===== config.mk =====
export PLATFORM = sky130hd
export DESIGN_NAME = shift_cmd_sequencer_flat
export DESIGN_NICKNAME = d
export VERILOG_FILES = /design/src/rtl/shift_cmd_sequencer_pkg.sv /design/src/rtl/shift_cmd_sequencer_if.sv /design/src/rtl/shift_cmd_sequencer_fifo.sv /design/src/rtl/shift_cmd_sequencer.sv /design/src/flat_wrapper.sv
export SDC_FILE = /design/constraint.sdc
export NUM_CORES = 1
export LEC_CHECK = 0
export BUFFER_PORTS_ARGS = -buffer_cell sky130_fd_sc_hd__buf_2
export CORE_ASPECT_RATIO = 1.4
export CORE_MARGIN = 10
export CORE_UTILIZATION = 52
export DETAILED_ROUTE_END_ITERATION = 16
export PLACE_DENSITY = 0.74
export SLEW_MARGIN = 15
export SYNTH_ARGS = -nofsm -noshare
export SYNTH_HDL_FRONTEND = slang
export SYNTH_SLANG_ARGS = --single-unit

===== constraint.sdc =====
create_clock -name clk -period 2.2 [get_ports clk]
set_clock_uncertainty 0.15 [all_clocks]
set_input_delay 0.22 -clock clk [delete_from_list [all_inputs] [get_ports clk]]
set_output_delay 0.22 -clock clk [all_outputs]
set_load 0.005 [all_outputs]

===== src/rtl/shift_cmd_sequencer_pkg.sv =====
// Shared types for the shift command sequencer.
//   out_state_t : occupancy of the result register (empty / holding a result)
//   LR_LEFT/RIGHT : encoding of the rotate direction bit carried with a command
package shift_pkg;

    typedef enum logic {
        OUT_EMPTY = 1'b0,
        OUT_FULL  = 1'b1
    } out_state_t;

    localparam logic LR_LEFT  = 1'b0;
    localparam logic LR_RIGHT = 1'b1;

endpackage


===== src/rtl/shift_cmd_sequencer_if.sv =====
// Command and result handshake bundle for shift_cmd_sequencer.
//   in_valid/in_ready/in_data/in_amt/in_lr : rotate command push side
//   out_valid/out_ready/out_data           : registered result side
//   pending                                : command FIFO occupancy, 0..DEPTH
// master = producer/consumer environment, slave = the sequencer.
interface shift_cmd_if #(
    parameter int N     = 3,
    parameter int DEPTH = 4
);
    localparam int W     = 2 ** N;
    localparam int CNT_W = $clog2(DEPTH) + 1;

    logic             in_valid;
    logic             in_ready;
    logic [W-1:0]     in_data;
    logic [N-1:0]     in_amt;
    logic             in_lr;
    logic             out_valid;
    logic             out_ready;
    logic [W-1:0]     out_data;
    logic [CNT_W-1:0] pending;

    modport master (
        output in_valid, in_data, in_amt, in_lr, out_ready,
        input  in_ready, out_valid, out_data, pending
    );

    modport slave (
        input  in_valid, in_data, in_amt, in_lr, out_ready,
        output in_ready, out_valid, out_data, pending
    );
endinterface


===== src/rtl/shift_cmd_sequencer_fifo.sv =====
// Command FIFO: DEPTH entries of W bits, pointers wrap modulo DEPTH and the
// occupancy counter alone separates full from empty.
//   clk, reset_n (sync, active-low), flush (sync clear)
//   push/wdata : write request (ignored when full)
//   pop/rdata  : read request (ignored when empty); rdata shows the head
//   full, empty, count : occupancy status, all from registered state
module shift_cmd_fifo
    import shift_pkg::*;
#(
    parameter int W     = 12,
    parameter int DEPTH = 4
) (
    input  logic                     clk,
    input  logic                     reset_n,
    input  logic                     flush,
    input  logic                     push,
    input  logic                     pop,
    input  logic [W-1:0]             wdata,
    output logic [W-1:0]             rdata,
    output logic                     full,
    output logic                     empty,
    output logic [$clog2(DEPTH):0]   count
);
    localparam int PW = $clog2(DEPTH);
    localparam int CW = PW + 1;
    localparam logic [CW-1:0] FULL_CNT = CW'(DEPTH);

    logic [W-1:0]  mem [DEPTH];
    logic [PW-1:0] wr_ptr;
    logic [PW-1:0] rd_ptr;
    logic [CW-1:0] count_q;
    logic          do_push;
    logic          do_pop;

    assign full    = (count_q == FULL_CNT);
    assign empty   = (count_q == '0);
    assign count   = count_q;
    assign do_push = push && !full;
    assign do_pop  = pop && !empty;
    assign rdata   = mem[rd_ptr];

    always_ff @(posedge clk) begin
        if (!reset_n || flush) begin
            wr_ptr  <= '0;
            rd_ptr  <= '0;
            count_q <= '0;
        end else begin
            if (do_push) wr_ptr <= wr_ptr + PW'(1);
            if (do_pop)  rd_ptr <= rd_ptr + PW'(1);
            case ({do_push, do_pop})
                2'b10:   count_q <= count_q + CW'(1);
                2'b01:   count_q <= count_q - CW'(1);
                default: count_q <= count_q;
            endcase
        end
    end

    // Storage needs no clear; a write in a reset/flush cycle is discarded.
    always_ff @(posedge clk) begin
        if (reset_n && !flush && do_push) mem[wr_ptr] <= wdata;
    end
endmodule


===== src/rtl/shift_cmd_sequencer.sv =====
// Buffered rotate-command front end: commands are queued in a small FIFO,
// the head command is rotated combinationally and captured in a result
// register with its own valid/ready handshake.
//   clk      : sole clock
//   reset_n  : synchronous active-low reset
//   flush    : synchronous clear of FIFO and result register
//   bus      : shift_cmd_if.slave (command push, result pop, pending)
module shift_cmd_sequencer
    import shift_pkg::*;
#(
    parameter int N     = 3,
    parameter int DEPTH = 4
) (
    input  logic       clk,
    input  logic       reset_n,
    input  logic       flush,
    shift_cmd_if.slave bus
);
    localparam int W  = 2 ** N;
    localparam int CW = W + N + 1;

    logic [CW-1:0] wdata;
    logic [CW-1:0] rdata;
    logic          full;
    logic          empty;
    logic          push;
    logic          pop;
    logic [W-1:0]  data_p0;
    logic [N-1:0]  amt_p0;
    logic          lr_p0;
    logic [W-1:0]  rot_p0;
    logic [W-1:0]  out_data_p1;
    logic          out_vld_p1;
    out_state_t    state_q;
    out_state_t    state_d;

    function automatic logic [W-1:0] rev_bits(input logic [W-1:0] d);
        logic [W-1:0] r;
        for (int i = 0; i < W; i++) r[i] = d[W-1-i];
        return r;
    endfunction

    // Log-depth barrel: stage i rotates right by 2**i when amt bit i is set.
    function automatic logic [W-1:0] rot_right(input logic [W-1:0] d,
                                               input logic [N-1:0] a);
        logic [W-1:0]   r;
        logic [2*W-1:0] t;
        r = d;
        for (int i = 0; i < N; i++) begin
            if (a[i]) begin
                t = {r, r} >> (1 << i);
                r = t[W-1:0];
            end
        end
        return r;
    endfunction

    assign wdata        = {bus.in_data, bus.in_amt, bus.in_lr};
    assign push         = bus.in_valid && !full;
    assign pop          = !empty && (!out_vld_p1 || bus.out_ready);
    assign bus.in_ready = !full;

    shift_cmd_fifo #(
        .W     (CW),
        .DEPTH (DEPTH)
    ) u_fifo (
        .clk     (clk),
        .reset_n (reset_n),
        .flush   (flush),
        .push    (push),
        .pop     (pop),
        .wdata   (wdata),
        .rdata   (rdata),
        .full    (full),
        .empty   (empty),
        .count   (bus.pending)
    );

    // ---- stage p0: FIFO head -> barrel shifter/reverser (combinational) ----
    assign {data_p0, amt_p0, lr_p0} = rdata;

    always_comb begin
        rot_p0 = data_p0;
        case (lr_p0)
            LR_RIGHT: rot_p0 = rot_right(data_p0, amt_p0);
            LR_LEFT:  rot_p0 = rev_bits(rot_right(rev_bits(data_p0), amt_p0));
            default:  rot_p0 = data_p0;
        endcase
    end

    // ---- stage p1: result register and its occupancy FSM ----
    always_comb begin
        state_d = state_q;
        case (state_q)
            OUT_EMPTY: if (pop) state_d = OUT_FULL;
            OUT_FULL:  if (bus.out_ready && !pop) state_d = OUT_EMPTY;
            default:   state_d = OUT_EMPTY;
        endcase
    end

    always_ff @(posedge clk) begin
        if (!reset_n || flush) state_q <= OUT_EMPTY;
        else                   state_q <= state_d;
    end

    always_ff @(posedge clk) begin
        if (!reset_n || flush) out_data_p1 <= '0;
        else if (pop)          out_data_p1 <= rot_p0;
    end

    assign out_vld_p1    = (state_q == OUT_FULL);
    assign bus.out_valid = out_vld_p1;
    assign bus.out_data  = out_data_p1;
endmodule


===== src/flat_wrapper.sv =====
// flat-port wrapper written by rule: the top's interface ports become plain ports
module shift_cmd_sequencer_flat import shift_pkg::*;
#(
    parameter int N     = 3,
    parameter int DEPTH = 4
)
  (clk, reset_n, flush, bus_in_valid, bus_in_data, bus_in_amt, bus_in_lr, bus_out_ready, bus_in_ready, bus_out_valid, bus_out_data, bus_pending);
  shift_cmd_if #(.N(N), .DEPTH(DEPTH)) bus_i ();
  input  logic clk;
  input  logic reset_n;
  input  logic flush;
  input wire logic [$bits(bus_i.in_valid)-1:0] bus_in_valid;
  input wire logic [$bits(bus_i.in_data)-1:0] bus_in_data;
  input wire logic [$bits(bus_i.in_amt)-1:0] bus_in_amt;
  input wire logic [$bits(bus_i.in_lr)-1:0] bus_in_lr;
  input wire logic [$bits(bus_i.out_ready)-1:0] bus_out_ready;
  output wire logic [$bits(bus_i.in_ready)-1:0] bus_in_ready;
  output wire logic [$bits(bus_i.out_valid)-1:0] bus_out_valid;
  output wire logic [$bits(bus_i.out_data)-1:0] bus_out_data;
  output wire logic [$bits(bus_i.pending)-1:0] bus_pending;
  assign bus_i.in_valid = bus_in_valid;
  assign bus_i.in_data = bus_in_data;
  assign bus_i.in_amt = bus_in_amt;
  assign bus_i.in_lr = bus_in_lr;
  assign bus_i.out_ready = bus_out_ready;
  assign bus_in_ready = bus_i.in_ready;
  assign bus_out_valid = bus_i.out_valid;
  assign bus_out_data = bus_i.out_data;
  assign bus_pending = bus_i.pending;
  shift_cmd_sequencer #(.N(N), .DEPTH(DEPTH)) u_core (.clk(clk), .reset_n(reset_n), .flush(flush), .bus(bus_i));
endmodule

### Yosys cells after proc, flatten, opt, wreduce, memory -nomap -nowiden

Memory sizes are Yosys's and may differ from the RTL's. A register that Yosys moved wholly into a read port is not among the register bits.
Cells that the tools add are included.

| storage, ports and cells | value |
|---|---|
| word-level logic and storage cells | 47 |
| output and inout bits | 13 |
| memories | 1 |
| register bits after elaboration | 16 |
| memory bits (writable) | 48 |
| input bits | 17 |

| cells by class | value |
|---|---|
| muxes and demuxes | 15 |
| reduce and logical (&&, ||, !) cells | 17 |
| equality and inequality tests | 3 |
| $add $sub $neg | 4 |
| bitwise gates (word level) | 2 |

Memory list:

| memory | depth | width | read ports | clocked after memory_dff | write ports | line | source |
|---|---|---|---|---|---|---|---|
| u_core.u_fifo.mem | 4 | 12 | 1 | 1 | 1 | shift_cmd_sequencer_fifo.sv:28 | `logic [W-1:0] mem [DEPTH];` |

Operators by type and width:

| cell | count |
|---|---|
| $mux 8 | 6 |
| $pmux 8 s2 | 1 |
| $logic_and 1x1->1 | 7 |
| $logic_not 1->1 | 6 |
| $pmux 3 s2 | 1 |
| $add 2x1->2 const B | 2 |
| $mux 1 | 4 |
| $mux 2 | 2 |
| $add 3x1->3 const B | 1 |
| $eq 3x3->1 const B | 1 |
| $logic_not 3->1 | 1 |
| $sub 3x1->3 const B | 1 |
| $eq 2x1->1 const B | 1 |
| $eq 2x2->1 const B | 1 |
| $logic_or 1x1->1 | 2 |
| $not 1->1 | 2 |
| $pmux 1 s2 | 1 |
| $reduce_bool 2->1 | 1 |

### Depth between registers and ports, before layout

| depth | value |
|---|---|
| depth in word-level cells | 7 |
| gate-level depth with buffers | 10 |
| mapped depth without buffers | 9 |

### By module

A second synthesis with hierarchy kept.

| unflattened totals | value |
|---|---|
| cell total of the unflattened synthesis | 217 |
| area total of the unflattened synthesis | 3079.2 um2 |

Modules (own cells, without submodules):

| module | times used | cells each | sequential area each (um2) | area an instance (um2) |
|---|---|---|---|---|
| shift_cmd_fifo | 1 | 116 | 1621.6 | 2217.1 |
| shift_cmd_sequencer | 1 | 101 | 180.2 | 862.1 |

### Least setup slack after synthesis

Ideal clock, no wire load.

| timing path | value |
|---|---|
| path type | reg-to-reg |
| from | reg u_core.u_fifo.count_q[0], in the netlist u_core.u_fifo.count[0] |
| to | reg u_core.u_fifo.count_q[2], in the netlist u_core.u_fifo.count[2] |
| data arrival time | 2.099 ns |
| stages on the path, launching flop included | 11 |
| path buffers | 1 |
| required time | 1.979 ns |
| library setup time | 0.071 ns |
| slack | -0.119 ns |
| path through | dfxtp_1 nor2_1 nand2_1 and2_1 clkbuf_1 inv_1 ha_1 fa_1 xnor2_1 or3_1 a21oi_1 |

| on the way | value |
|---|---|
| cells in the longest elaborated chain, start to end | 6 |
| elaborated cells on any way between the ends | 14 |
| classes of those cells | add/sub: 2; eq/ne: 3; mux: 1; reduce/logical: 8 |

Ends and longest elaborated chain:

| what | line | source |
|---|---|---|
| from (decl) | shift_cmd_sequencer_fifo.sv:31 | `logic [CW-1:0] count_q;` |
| from (signal assigned) | shift_cmd_sequencer_fifo.sv:51 | `2'b10: count_q <= count_q + CW'(1);` |
| from (signal assigned) | shift_cmd_sequencer_fifo.sv:52 | `2'b01: count_q <= count_q - CW'(1);` |
| from (signal assigned) | shift_cmd_sequencer_fifo.sv:53 | `default: count_q <= count_q;` |
| $eq 3x3->1 (*) | shift_cmd_sequencer_fifo.sv:35 | `assign full = (count_q == FULL_CNT);` |
| $logic_not 1->1 (*) | n/a |  |
| via bus_in_ready | flat_wrapper.sv:17 | `output wire logic [$bits(bus_i.in_ready)-1:0] bus_in_ready;` |
| $logic_and 1x1->1 | shift_cmd_sequencer.sv:59 | `assign push = bus.in_valid && !full;` |
| $logic_and 1x1->1 (*) | shift_cmd_sequencer_fifo.sv:38 | `assign do_push = push && !full;` |
| $eq 2x1->1 or $eq 2x2->1 (tied branches) | shift_cmd_sequencer_fifo.sv:50 | `case ({do_push, do_pop})` |
| $pmux 3 s2 or $reduce_bool 2->1 (tied branches) | n/a |  |

The timed path passes the listed nets; every way through them passes the cells marked *.
A chain may end at the register's enable or synchronous reset.

==> impl_metrics.sql <==
INSERT INTO impl_metrics (metric_group, metric, value, unit) VALUES
('sta', 'setup_slack', '0.0664', 'ns'),
('setup_path', 'cp_data_arrival_time', '2.21', 'ns'),
('grt', 'grt_pass1_wl', '9130', 'um'),
('floorplan', 'fp.coreArea', '5490', 'sq um'),
('layout', 'area.sequential', '1810', 'sq um'),
('setup_path', 'startpoint_type', 'flop', ''),
('sta', 'worst_slew_margin_rel', '77.0', '%'),
('sta', 'total_neg_setup_slack', '0', 'ns'),
('sta', 'tightestPinTransition', '0.343', 'ns'),
('drt', 'remaining_drc_errors', '0', ''),
('cts', 'worst_setup_hold_path_clk_slew', '0.07', 'ns'),
('place', 'pre_cts_setup_slack', '0.00593', 'ns'),
('drt', 'drt_pass1_iterations', '5', ''),
('grt', 'met1_use_gr', '13.5', '%'),
('floorplan', 'io_pins', '30', ''),
('layout', 'syn_to_layout_area_delta', '24.2', '%'),
('drt', 'drt_first_iter_violations', '84', ''),
('sta', 'layout_min_cycle_time', '2.13', 'ns'),
('synth', 'synth_seq_cells', '66', ''),
('layout', 'insertedDiodeCount', '0', ''),
('sta', 'period_share', '97.0', '%'),
('synth', 'synthDistinctLibCells', '28', ''),
('synth', 'netlist_top_cells_area', 'edfxtp_1 (49%), dfxtp_1 (12%), mux4_1 (8.0%)', ''),
('synth', 'ys_seq_area_share', '61.3', '%'),
('floorplan', 'start_util', '53.6', '%'),
('setup_path', 'worst_ep_required_time', '2.28', 'ns'),
('layout', 'final_core_utilization', '66.5', '%'),
('sta', 'finalHoldViolCount', '0', ''),
('cts', 'cts.sink_count', '66', ''),
('sta', 'f_max', '469', 'MHz'),
('synth', 'yosysWarningCount', '0', ''),
('grt', 'grt_antenna_before_repair', '0', ''),
('place', 'place_congestion', '0.867', ''),
('grt', 'globalRouteOverflowTotal', '0', ''),
('synth', 'synth_top_cell_by_area', 'edfxtp_1', ''),
('synth', 'netlist.area_leader.share', '49.0', '%'),
('grt', 'global_route.usage.met2', '21.5', '%'),
('sta', 'finalSetupViolations', '0', ''),
('power', 'vdd_drop_max', '505', 'uV'),
('synth', 'net_count_after_synthesis', '224', ''),
('floorplan', 'num_rows', '32', ''),
('layout', 'final_cell_count_no_fill', '334', ''),
('grt', 'global_route_usage_over_all_layers', '12.6', '%'),
('grt', 'gr-max-usage-layer', 'met2', ''),
('sta', 'fin_worst_hold_slack', '0.174', 'ns'),
('setup_path', 'endpoint_kind', 'flop', ''),
('drt', 'total_routed_length', '5710', 'um'),
('drt', 'wire_per_inst', '17.1', 'um'),
('place', 'numPlacedInstances', '304', ''),
('hold_path', 'hp-class', 'in2reg', ''),
('setup_path', 'timing_worst_setup_path_type', 'reg2reg', ''),
('drt', 'num_vias', '1934', ''),
('drt', 'antenna_violating_nets_remaining', '0', ''),
('cts', 'max-clock-path-buffers', '2', ''),
('power', 'p_leak', '1.35', 'nW'),
('place', 'io_buffers', '29', ''),
('grt', 'global_route.usage.met3', '3.88', '%'),
('synth', 'postSynthCellCount', '201', ''),
('synth', 'area_of_the_mapped_netlist', '2940', 'sq um'),
('layout', 'layout.nets', '284', ''),
('grt', 'grt_pass1_vias', '1937', ''),
('grt', 'grt_start_max_net_pins', '17', ''),
('job', 'max_cap_viol_count', '0', ''),
('power', 'power.density', '751', 'nW/um^2'),
('floorplan', 'die_height', '109', 'um'),
('cts', 'cts_tree', 'built', ''),
('cts', 'post-cts-setup-buffers', '0', ''),
('floorplan', 'design.die.area', '9100', 'sq um'),
('cts', 'clock_insertion_delay_worst_skew', '0.34', 'ns'),
('floorplan', 'chipWidth', '83.5', 'um'),
('layout', 'multi_input_area', '1100', 'sq um'),
('drt', 'via_per_inst', '5.79', ''),
('cts', 'clock_tree.htree_level_count', '3', ''),
('cts', 'cts_inserted_buffers', '9', ''),
('layout', 'final_layout_size_suffix_gt1_share', '33.5', '%'),
('layout', 'n_fill_cell', '391', ''),
('run_status', 'status', 'finished clean', ''),
('synth', 'syn_avg_cell_area', '14.6', 'sq um'),
('cts', 'clockRootBuffer', 'clkbuf_8', ''),
('setup_path', 'critical_path.max_fanout', '8', ''),
('place', 'placed_wire_length_estimate', '3810', 'um'),
('sta', 'report.final.slew_viol_count', '0', '');
==> Yosys cell counts (all sizes together) <==
library cell,number
o211ai,6
edfxtp,48
inv,5
a22oi,16
xnor2,3
dfxtp,18
nand2b,1
a21oi,3
nor3,2
mux2i,17
and2,2
nand2,8
nor2,8
a21o,1
xor2,2
o21ai,1
fa,1
and3,5
or3,2
clkbuf,7
mux4,12
nor2b,3
nand3,21
buf,4
ha,5
==> routing by layer <==
layer	part of all wire (%)	wire [um]
met3	6.4	365
met1	40	2270
met4	3.3	191
met2	51	2890
met5	0	0
==> area by class of cell <==
cell class | instances | share of cell area (%)
inverters | 5 | 0.514
repair buffers | 60 | 12.4
multi-input cells | 119 | 30.1
flip-flops and latches | 66 | 49.5
well taps | 68 | 2.33
clock inverters | 5 | 1.51
clock buffers | 11 | 3.60
==> logic make-up (layout without fill, tap and decap cells) <==
group | Yosys count | after routing | share of synthesized area (%)
xor+xnor | 5 | 5 | 1.49
compound gates | 27 | 27 | 6.56
simple gates | 52 | 52 | 8.73
flops | 66 | 66 | 61.3
buf+inv | 16 | 81 | 2.98
fa+ha+maj | 6 | 6 | 2.81
mux | 29 | 29 | 16.1
==> flip-flops by register name (all words and copies together), names as in the netlist, named ones only <==
register / flops
u_core.u_fifo.mem: 48
u_core.bus.out_data: 8
u_core.u_fifo.count: 3
u_core.u_fifo.rd_ptr: 2
u_core.u_fifo.wr_ptr: 2
u_core.bus.out_valid: 1
==> layout by cell type (no fill, tap or decap), drive strengths merged, types with 3 or more instances in the layout <==
cell type,count
a21oi,3
a22oi,16
and3,5
buf,46
clkbuf,12
clkinv,3
dfxtp,18
dlygate4sd3,13
edfxtp,48
ha,5
inv,5
mux2i,17
mux4,12
nand2,8
nand3,21
nor2,8
nor2b,3
o211ai,6
xnor2,3
==> report_power, final <==
group	switching [mW]	internal, mW	total [mW]
Sequential	0.0183	1.36	1.38
Combinational	0.201	0.197	0.398
Clock	0.440	0.519	0.960
==> final timing paths <==
path,startpoint,end,slack [ns],cells past startpoint
worst max-delay path,flop,u_core.bus.out_data[3],0.07,7
worst max register to register,flop,u_core.bus.out_data[3],0.07,7
worst min register to register,u_core.bus.out_valid,u_core.bus.out_valid,0.33,2
worst min-delay path,bus_in_valid,u_core.u_fifo.wr_ptr[1],0.17,5
==> worst max-delay path, stage by stage, from the launching register on <==
cell and delay [ns]:
dfxtp_2 0.33, buf_4 0.13, buf_12 0.14, mux4_1 0.64, mux2i_1 0.29, a22oi_1 0.14, nand2_1 0.12, o211ai_1 0.08
==> per-stage QoR <==
stage | power (mW) | instance area [sq um]
floorplan | 1.63 | 2940
global route | 2.86 | 3650
finish | 2.74 | 3650
detailed placement | 1.74 | 3260
CTS | 2.71 | 3580
global placement | 1.73 | 3260
==> timing repair <==
action | in CTS | in global routing
pin swaps | 0 | 4
resized for setup | 2 | 24
endpoints found under the setup margin | 2 | 9
gates cloned | 0 | 1
hold endpoints to repair | 49 | 0
hold buffers | 13 | 0
Power figures use the tool's default switching activity.
